[src/rtl/fetch_pkg.sv]
// fetch_pkg: shared FSM state type and instruction field positions for the fetch unit
package fetch_pkg;
  typedef enum logic {REQ, ISSUE} fetch_state_t;
  localparam int COND_MSB    = 31;
  localparam int OP_LSB      = 26;
  localparam int FUNCT_LSB   = 20;
  localparam int RD_LSB      = 12;
  localparam int PC_STEP     = 4;
  localparam int PC_READ_OFS = 8;
endpackage

[src/rtl/registro_pc.sv]
// registro_pc: program counter register with branch/sequential next-PC select
//  clk, rst_n            clock, async active-low reset (pc <= RESET_PC)
//  load                  issue handshake; pc advances only when high
//  PC_src, branch_target word-aligned branch target taken when PC_src=1, else pc+4
//  pc                    current PC
module registro_pc import fetch_pkg::*; #(
  parameter int                ADDR_W   = 32,
  parameter logic [ADDR_W-1:0] RESET_PC = '0
) (
  input  logic              clk,
  input  logic              rst_n,
  input  logic              load,
  input  logic              PC_src,
  input  logic [ADDR_W-1:0] branch_target,
  output logic [ADDR_W-1:0] pc
);
  // Low two bits are cleared so the PC always stays word aligned.
  logic [ADDR_W-1:0] target;
  assign target = branch_target & ~ADDR_W'(3);
  always_ff @(posedge clk or negedge rst_n)
    if (!rst_n) pc <= RESET_PC;
    else if (load) pc <= PC_src ? target : pc + ADDR_W'(PC_STEP);
endmodule

[src/rtl/unidad_fetch.sv]
// unidad_fetch: instruction fetch front end with imem req/ready and instr valid/ready handshakes
//  clk, rst_n                     clock, async active-low reset
//  imem_req/addr/ready/rdata      instruction memory request interface (addr = pc)
//  instr_valid/ready              issue handshake toward the control unit
//  instr, cond, op, funct, rd     instruction register and its decoded fields
//  pc, pc_plus8                   address of IR and architectural PC read value
//  PC_src, branch_target          redirect, sampled only on the issue handshake
//  instr_count                    issued-instruction counter
module unidad_fetch import fetch_pkg::*; #(
  parameter int                ADDR_W   = 32,
  parameter int                INSTR_W  = 32,
  parameter logic [ADDR_W-1:0] RESET_PC = '0
) (
  input  logic               clk,
  input  logic               rst_n,
  output logic               imem_req,
  output logic [ADDR_W-1:0]  imem_addr,
  input  logic               imem_ready,
  input  logic [INSTR_W-1:0] imem_rdata,
  output logic               instr_valid,
  input  logic               instr_ready,
  output logic [INSTR_W-1:0] instr,
  output logic [3:0]         cond,
  output logic [1:0]         op,
  output logic [5:0]         funct,
  output logic [3:0]         rd,
  output logic [ADDR_W-1:0]  pc,
  output logic [ADDR_W-1:0]  pc_plus8,
  input  logic               PC_src,
  input  logic [ADDR_W-1:0]  branch_target,
  output logic [31:0]        instr_count
);
  fetch_state_t state, state_n;
  logic issue;
  assign issue = instr_valid & instr_ready;
  always_ff @(posedge clk or negedge rst_n)
    if (!rst_n) state <= REQ;
    else state <= state_n;
  // Request is gated by rst_n so it stays low while reset is held even though the state is REQ.
  always_comb begin
    state_n     = state;
    imem_req    = 1'b0;
    instr_valid = 1'b0;
    if (state == REQ) begin
      imem_req = rst_n;
      state_n  = imem_ready ? ISSUE : REQ;
    end else begin
      instr_valid = 1'b1;
      state_n     = instr_ready ? REQ : ISSUE;
    end
  end
  always_ff @(posedge clk or negedge rst_n)
    if (!rst_n) instr <= '0;
    else if (state == REQ && imem_ready) instr <= imem_rdata;
  always_ff @(posedge clk or negedge rst_n)
    if (!rst_n) instr_count <= '0;
    else if (issue) instr_count <= instr_count + 32'd1;
  registro_pc #(.ADDR_W(ADDR_W), .RESET_PC(RESET_PC)) u_pc (
    .clk(clk), .rst_n(rst_n), .load(issue), .PC_src(PC_src),
    .branch_target(branch_target), .pc(pc)
  );
  assign imem_addr = pc;
  assign pc_plus8  = pc + ADDR_W'(PC_READ_OFS);
  assign cond      = instr[COND_MSB -: 4];
  assign op        = instr[OP_LSB +: 2];
  assign funct     = instr[FUNCT_LSB +: 6];
  assign rd        = instr[RD_LSB +: 4];
endmodule
[config.mk]
export PLATFORM = sky130hd
export DESIGN_NAME = unidad_fetch
export DESIGN_NICKNAME = d
export VERILOG_FILES = /design/src/rtl/fetch_pkg.sv /design/src/rtl/registro_pc.sv /design/src/rtl/unidad_fetch.sv
export SDC_FILE = /design/constraint.sdc
export NUM_CORES = 1
export LEC_CHECK = 0
export ABC_AREA = 1
export CAP_MARGIN = 30
export CORE_MARGIN = 2
export CORE_UTILIZATION = 44
export CTS_CLUSTER_DIAMETER = 80
export DETAILED_ROUTE_END_ITERATION = 10
export PLACE_DENSITY = 0.81
export SYNTH_ARGS = -nofsm -noshare
export SYNTH_HDL_FRONTEND = slang
export SYNTH_SLANG_ARGS = --single-unit
[constraint.sdc]
create_clock -name clk -period 1.65 [get_ports clk]
set_input_delay 0.165 -clock clk [delete_from_list [all_inputs] [get_ports clk]]
set_output_delay 0.165 -clock clk [all_outputs]
set_load 0.01 [all_outputs]
=== Word level (Yosys, flattened, before mapping) ===
Cells that the tools add are included.

* Output and inout port bits: 178
* Bits in registers: 97
* Word-level logic and storage cells: 16
* Input port bits: 69

* Multiplexer cells: 6
* $add $sub $neg: 3
* Reduce and logical (&&, ||, !) cells: 1
* Bitwise operators: 2

{| class="wikitable"
|+ Operator list
! kind !! count
|-
| 32-bit by 1-bit adder with 32-bit output, second input constant || 1
|-
| 32-bit by 3-bit adder with 32-bit output, second input constant || 1
|-
| 32-bit by 4-bit adder with 32-bit output, second input constant || 1
|-
| 32-bit two-way mux || 1
|-
| 1-bit two-way mux || 5
|-
| 1-bit bitwise AND || 1
|-
| 1-bit logical AND || 1
|-
| 1-bit inverter || 1
|}

=== Longest topological paths before layout ===
* Depth in word-level cells: 2
* Depth in mapped cells: 11
* Mapped depth without buffers: 11

=== Cells and area by module ===
Synthesis repeated with hierarchy kept, for this count alone.

* Cell total of the unflattened synthesis: 902
* Area, all modules: 6486.2 µm²

{| class="wikitable"
|+ By module, submodules not included
! module !! area each (µm²) !! times used !! cells an instance !! sequential area each (µm²)
|-
| unidad_fetch || 4122.7 || 1 || 500 || 1626.6
|-
| registro_pc || 2363.5 || 1 || 402 || 750.7
|}

=== Worst setup path after synthesis ===
No wires, ideal clock.

* Path kind: flip-flop to output port
* From: register u_pc.pc[4]
* To: output port pc_plus8[25]
* Data required time: 1.485 ns
* Stages on the path, launching flop included: 8
* Setup slack: -0.033 ns
* Data arrival time: 1.518 ns
* Buffers on the path: 0
* Cell sequence: dfrtp_1 ha_1 nand2_1 nor2_2 nand2_1 nor2_1 nand3_1 xor2_1

* Cells in the longest elaborated chain, start to end: 1

{| class="wikitable"
|+ RTL lines
! what !! line !! source
|-
| start: declaration || registro_pc.sv:15 || <nowiki>output logic [ADDR_W-1:0] pc</nowiki>
|-
| start signal: assignment || registro_pc.sv:22 || <nowiki>else if (load) pc <= PC_src ? target : pc + ADDR_W'(PC_STEP);</nowiki>
|-
| 32-bit by 4-bit adder with 32-bit output || unidad_fetch.sv:63 || <nowiki>assign pc_plus8 = pc + ADDR_W'(PC_READ_OFS);</nowiki>
|-
| end: declaration || unidad_fetch.sv:28 || <nowiki>output logic [ADDR_W-1:0] pc_plus8,</nowiki>
|}

Every way passes these cells.

=== Worst setup path after layout ===
* From: register u_pc.pc[6]
* To: output port pc_plus8[13]

Same word-level chain as after synthesis.

==> results_dict.tcl <==
set metrics [dict create \
    outcome "finished with violations" \
    violations "negative setup slack" \
    cts_tree "done" \
    critPathCaptureType "output port" \
    crit_chain "buf_4 -> inv_2 -> nor2_4 -> nand2_4 -> nor2_4 -> buf_6 -> buf_6 -> xor2_1 -> buf_2" \
    dieArea_mm2 0.0149 \
    grtUsageTotal 0.279 \
    cts_sinks 95 \
    grt_pass1_vias 6582 \
    grt_max_degree 96 \
    critPathKind "reg2out" \
    rsz0062_at_grt "yes" \
    antenna_found_initial 0 \
    fill_cells 962 \
    wl_per_cell_um 16.5 \
    core_area_mm2 0.0138 \
    antenna_cells 0 \
    power.leakage_nw 4.88 \
    htree_levels 3 \
    syn_area_mm2 0.00615 \
    min_period_ns 2.04 \
    irDropWorstVdd_uv 840 \
    startpoint_type "flip-flop" \
    postRouteAntennaNets 0 \
    drive_above_1_share 0.323 \
    clock_latency_ns 0.36 \
    root_buffer "clkbuf_16" \
    p_total_mw 11.9 \
    max_stage_delay_ns 0.40 \
    clk_pin_slew_ns 0.07 \
    layout.nets 1227 \
    stdcell_count 1340 \
    crit_slowest_cell "dfrtp_1" \
    powerDensity_mw_per_mm2 1150 \
    grt_overflow_total 0 \
    die_h_um 122 \
    synth_edf_count 0 \
    arrival_ns 1.87 \
    dp.final_hpwl_mm 14.8 \
    worst-path-buf-inv 5 \
    hold_viol_final 0 \
    syn_to_final_growth_pct 67.6 \
    ios 247 \
    synth_ff_type "dfrtp_1" \
    port_buffers 238 \
    cts_buffer_depth 2 \
    max_slew_margin 0.647 \
    dp_cells 1264 \
    report.final.slew_viol_count 0 \
    hp-class "in2reg" \
    drt-initial-drc-count 466 \
    layout_setup_ws_ns -0.389 \
    fmax_mhz 491 \
    place.gp.congestion 0.987 \
    cpLargestDelayFamily "buffers and inverters" \
    async_flop_share 1.00 \
    via_per_inst 5.09 \
    setup_viol 44 \
    cp.required_ns 1.48 \
    post-route-drc-count 0 \
    dieWidth_um 122 \
    multi_input_area_mm2 0.00353 \
    initial_core_util 0.446 \
    tightest_slew_ns 0.530 \
    syn_area_per_cell_um2 7.57 \
    ys.warnings.count 0 \
    ys_seq_elements 95 \
    finClkSkew_ns 0.00928 \
    vias 6818 \
    grt_pass1_wl_mm 32.5 \
    ys_seq_area_frac 0.387 \
    period_share 1.24 \
    cts_made_buffers 9 \
    row_count 43 \
    register_area_mm2 0.00238 \
    worstPathMaxFanout 3 \
    finalWirelength_mm 22.1 \
    first_pass_iters 7 \
    netlist_instances 812 \
    synth_cell_types 36 \
    cap_viol_max_count 0 \
]
-- layout by cell type (no fill, tap or decap), types with 27 or more instances in the layout --
cell type	count
nor2_1	79
nand2_1	203
nand3_1	27
nand2_2	34
buf_4	135
dlygate4sd2_1	32
buf_6	28
mux2_2	32
inv_1	67
dfrtp_1	90
clkdlybuf4s50_1	165
xor2_1	30
nor2_4	28
-- Yosys cell counts, types with 5 or more instances --
| library cell | n | area, um^2 |
|---|---|---|
| a21oi_1 | 9 | 45.0 |
| buf_2 | 10 | 50.1 |
| buf_4 | 56 | 420 |
| clkbuf_1 | 6 | 22.5 |
| dfrtp_1 | 95 | 2380 |
| inv_1 | 70 | 263 |
| inv_2 | 5 | 18.8 |
| mux2_2 | 32 | 360 |
| nand2_1 | 239 | 897 |
| nand2_2 | 9 | 56.3 |
| nand3_1 | 39 | 195 |
| nand4_1 | 7 | 43.8 |
| nor2_1 | 105 | 394 |
| nor2_2 | 11 | 68.8 |
| nor2_4 | 8 | 90.1 |
| o21ai_0 | 22 | 110 |
| o21ai_1 | 6 | 30.0 |
| o22ai_1 | 7 | 43.8 |
| xnor2_1 | 15 | 131 |
| xor2_1 | 34 | 298 |
-- report_power, final --
part | internal (mW) | switching, mW | leakage [nW]
clock | 1.11 | 1.02 | 0.145
sequential | 2.83 | 0.479 | 1.17
combinational | 3.31 | 3.11 | 3.56
total | 7.25 | 4.61 | 4.88
-- sequential cells by signal, indices dropped and copies added (netlist names) --
| name | count |
|---|---|
| instr | 32 |
| state | 1 |
| instr_count | 32 |
| u_pc.pc | 30 |
-- cell families (layout without fill, tap and decap cells) --
| logic type | after synthesis | count (layout) | share of synthesized area |
|---|---|---|---|
| other | 1 | 6 | 0.000610 |
| multiplexers | 32 | 32 | 0.0586 |
| AO/OA/AOI/OAI | 47 | 47 | 0.0407 |
| buffers and inverters | 149 | 492 | 0.127 |
| adder cells (fa/ha/maj) | 3 | 3 | 0.00611 |
| AND/OR/NAND/NOR | 436 | 436 | 0.310 |
| XOR/XNOR | 49 | 49 | 0.0698 |
| flip-flops | 95 | 95 | 0.387 |
-- per-layer routing --
metal	GRT usage	share of wire
met2	0.457	0.48
met4	0.117	0.033
met1	0.364	0.40
met5	0	0
met3	0.0478	0.086
-- worst paths after layout --
kind / startpoint / end / slack, ns / cells after the start
max in group asynchronous: rst_n / u_pc.pc[22] / 0.75 / 3
min in group asynchronous: rst_n / instr_count[8] / 0.46 / 3
setup / recovery: u_pc.pc[6] / pc_plus8[13] / -0.39 / 9
setup reg to reg: u_pc.pc[6] / u_pc.pc[19] / -0.34 / 12
hold / removal: imem_rdata[29] / instr[29] / 0.42 / 2
hold reg to reg: instr[4] / instr[4] / 0.50 / 1
-- area by class of cell --
cell class	count	area share
timing repair buffer	400	0.348
multi-input combinational	573	0.342
sequential	95	0.231
inverter	76	0.0279
clock buffer	10	0.0232
tap	180	0.0219
clock inverter	6	0.00571
-- repair_timing --
item / CTS / global route
gates resized for setup: 234 / 96
endpoints found under the hold margin: 95 / 0
setup buffers: 46 / 18
pin swaps: 42 / 48
hold buffers: 1 / 0
endpoints found under the setup margin: 45 / 69
-- metrics by stage --
stage                     utilization  TNS, ns  hold WS, ns  area (um^2)  setup WS, ns
after floorplan                     -        0       -0.131         6170        0.0500
after global placement          0.659    -7.91        0.282         9070        -0.460
after detailed placement        0.659    -8.53        0.285         9070        -0.505
after CTS                       0.717    -6.45        0.409         9870        -0.328
after global routing            0.748   -13.36        0.415        10300        -0.452
final                           0.748    -9.86        0.417        10300        -0.389
Note: power is estimated with default switching activity, not from simulation.
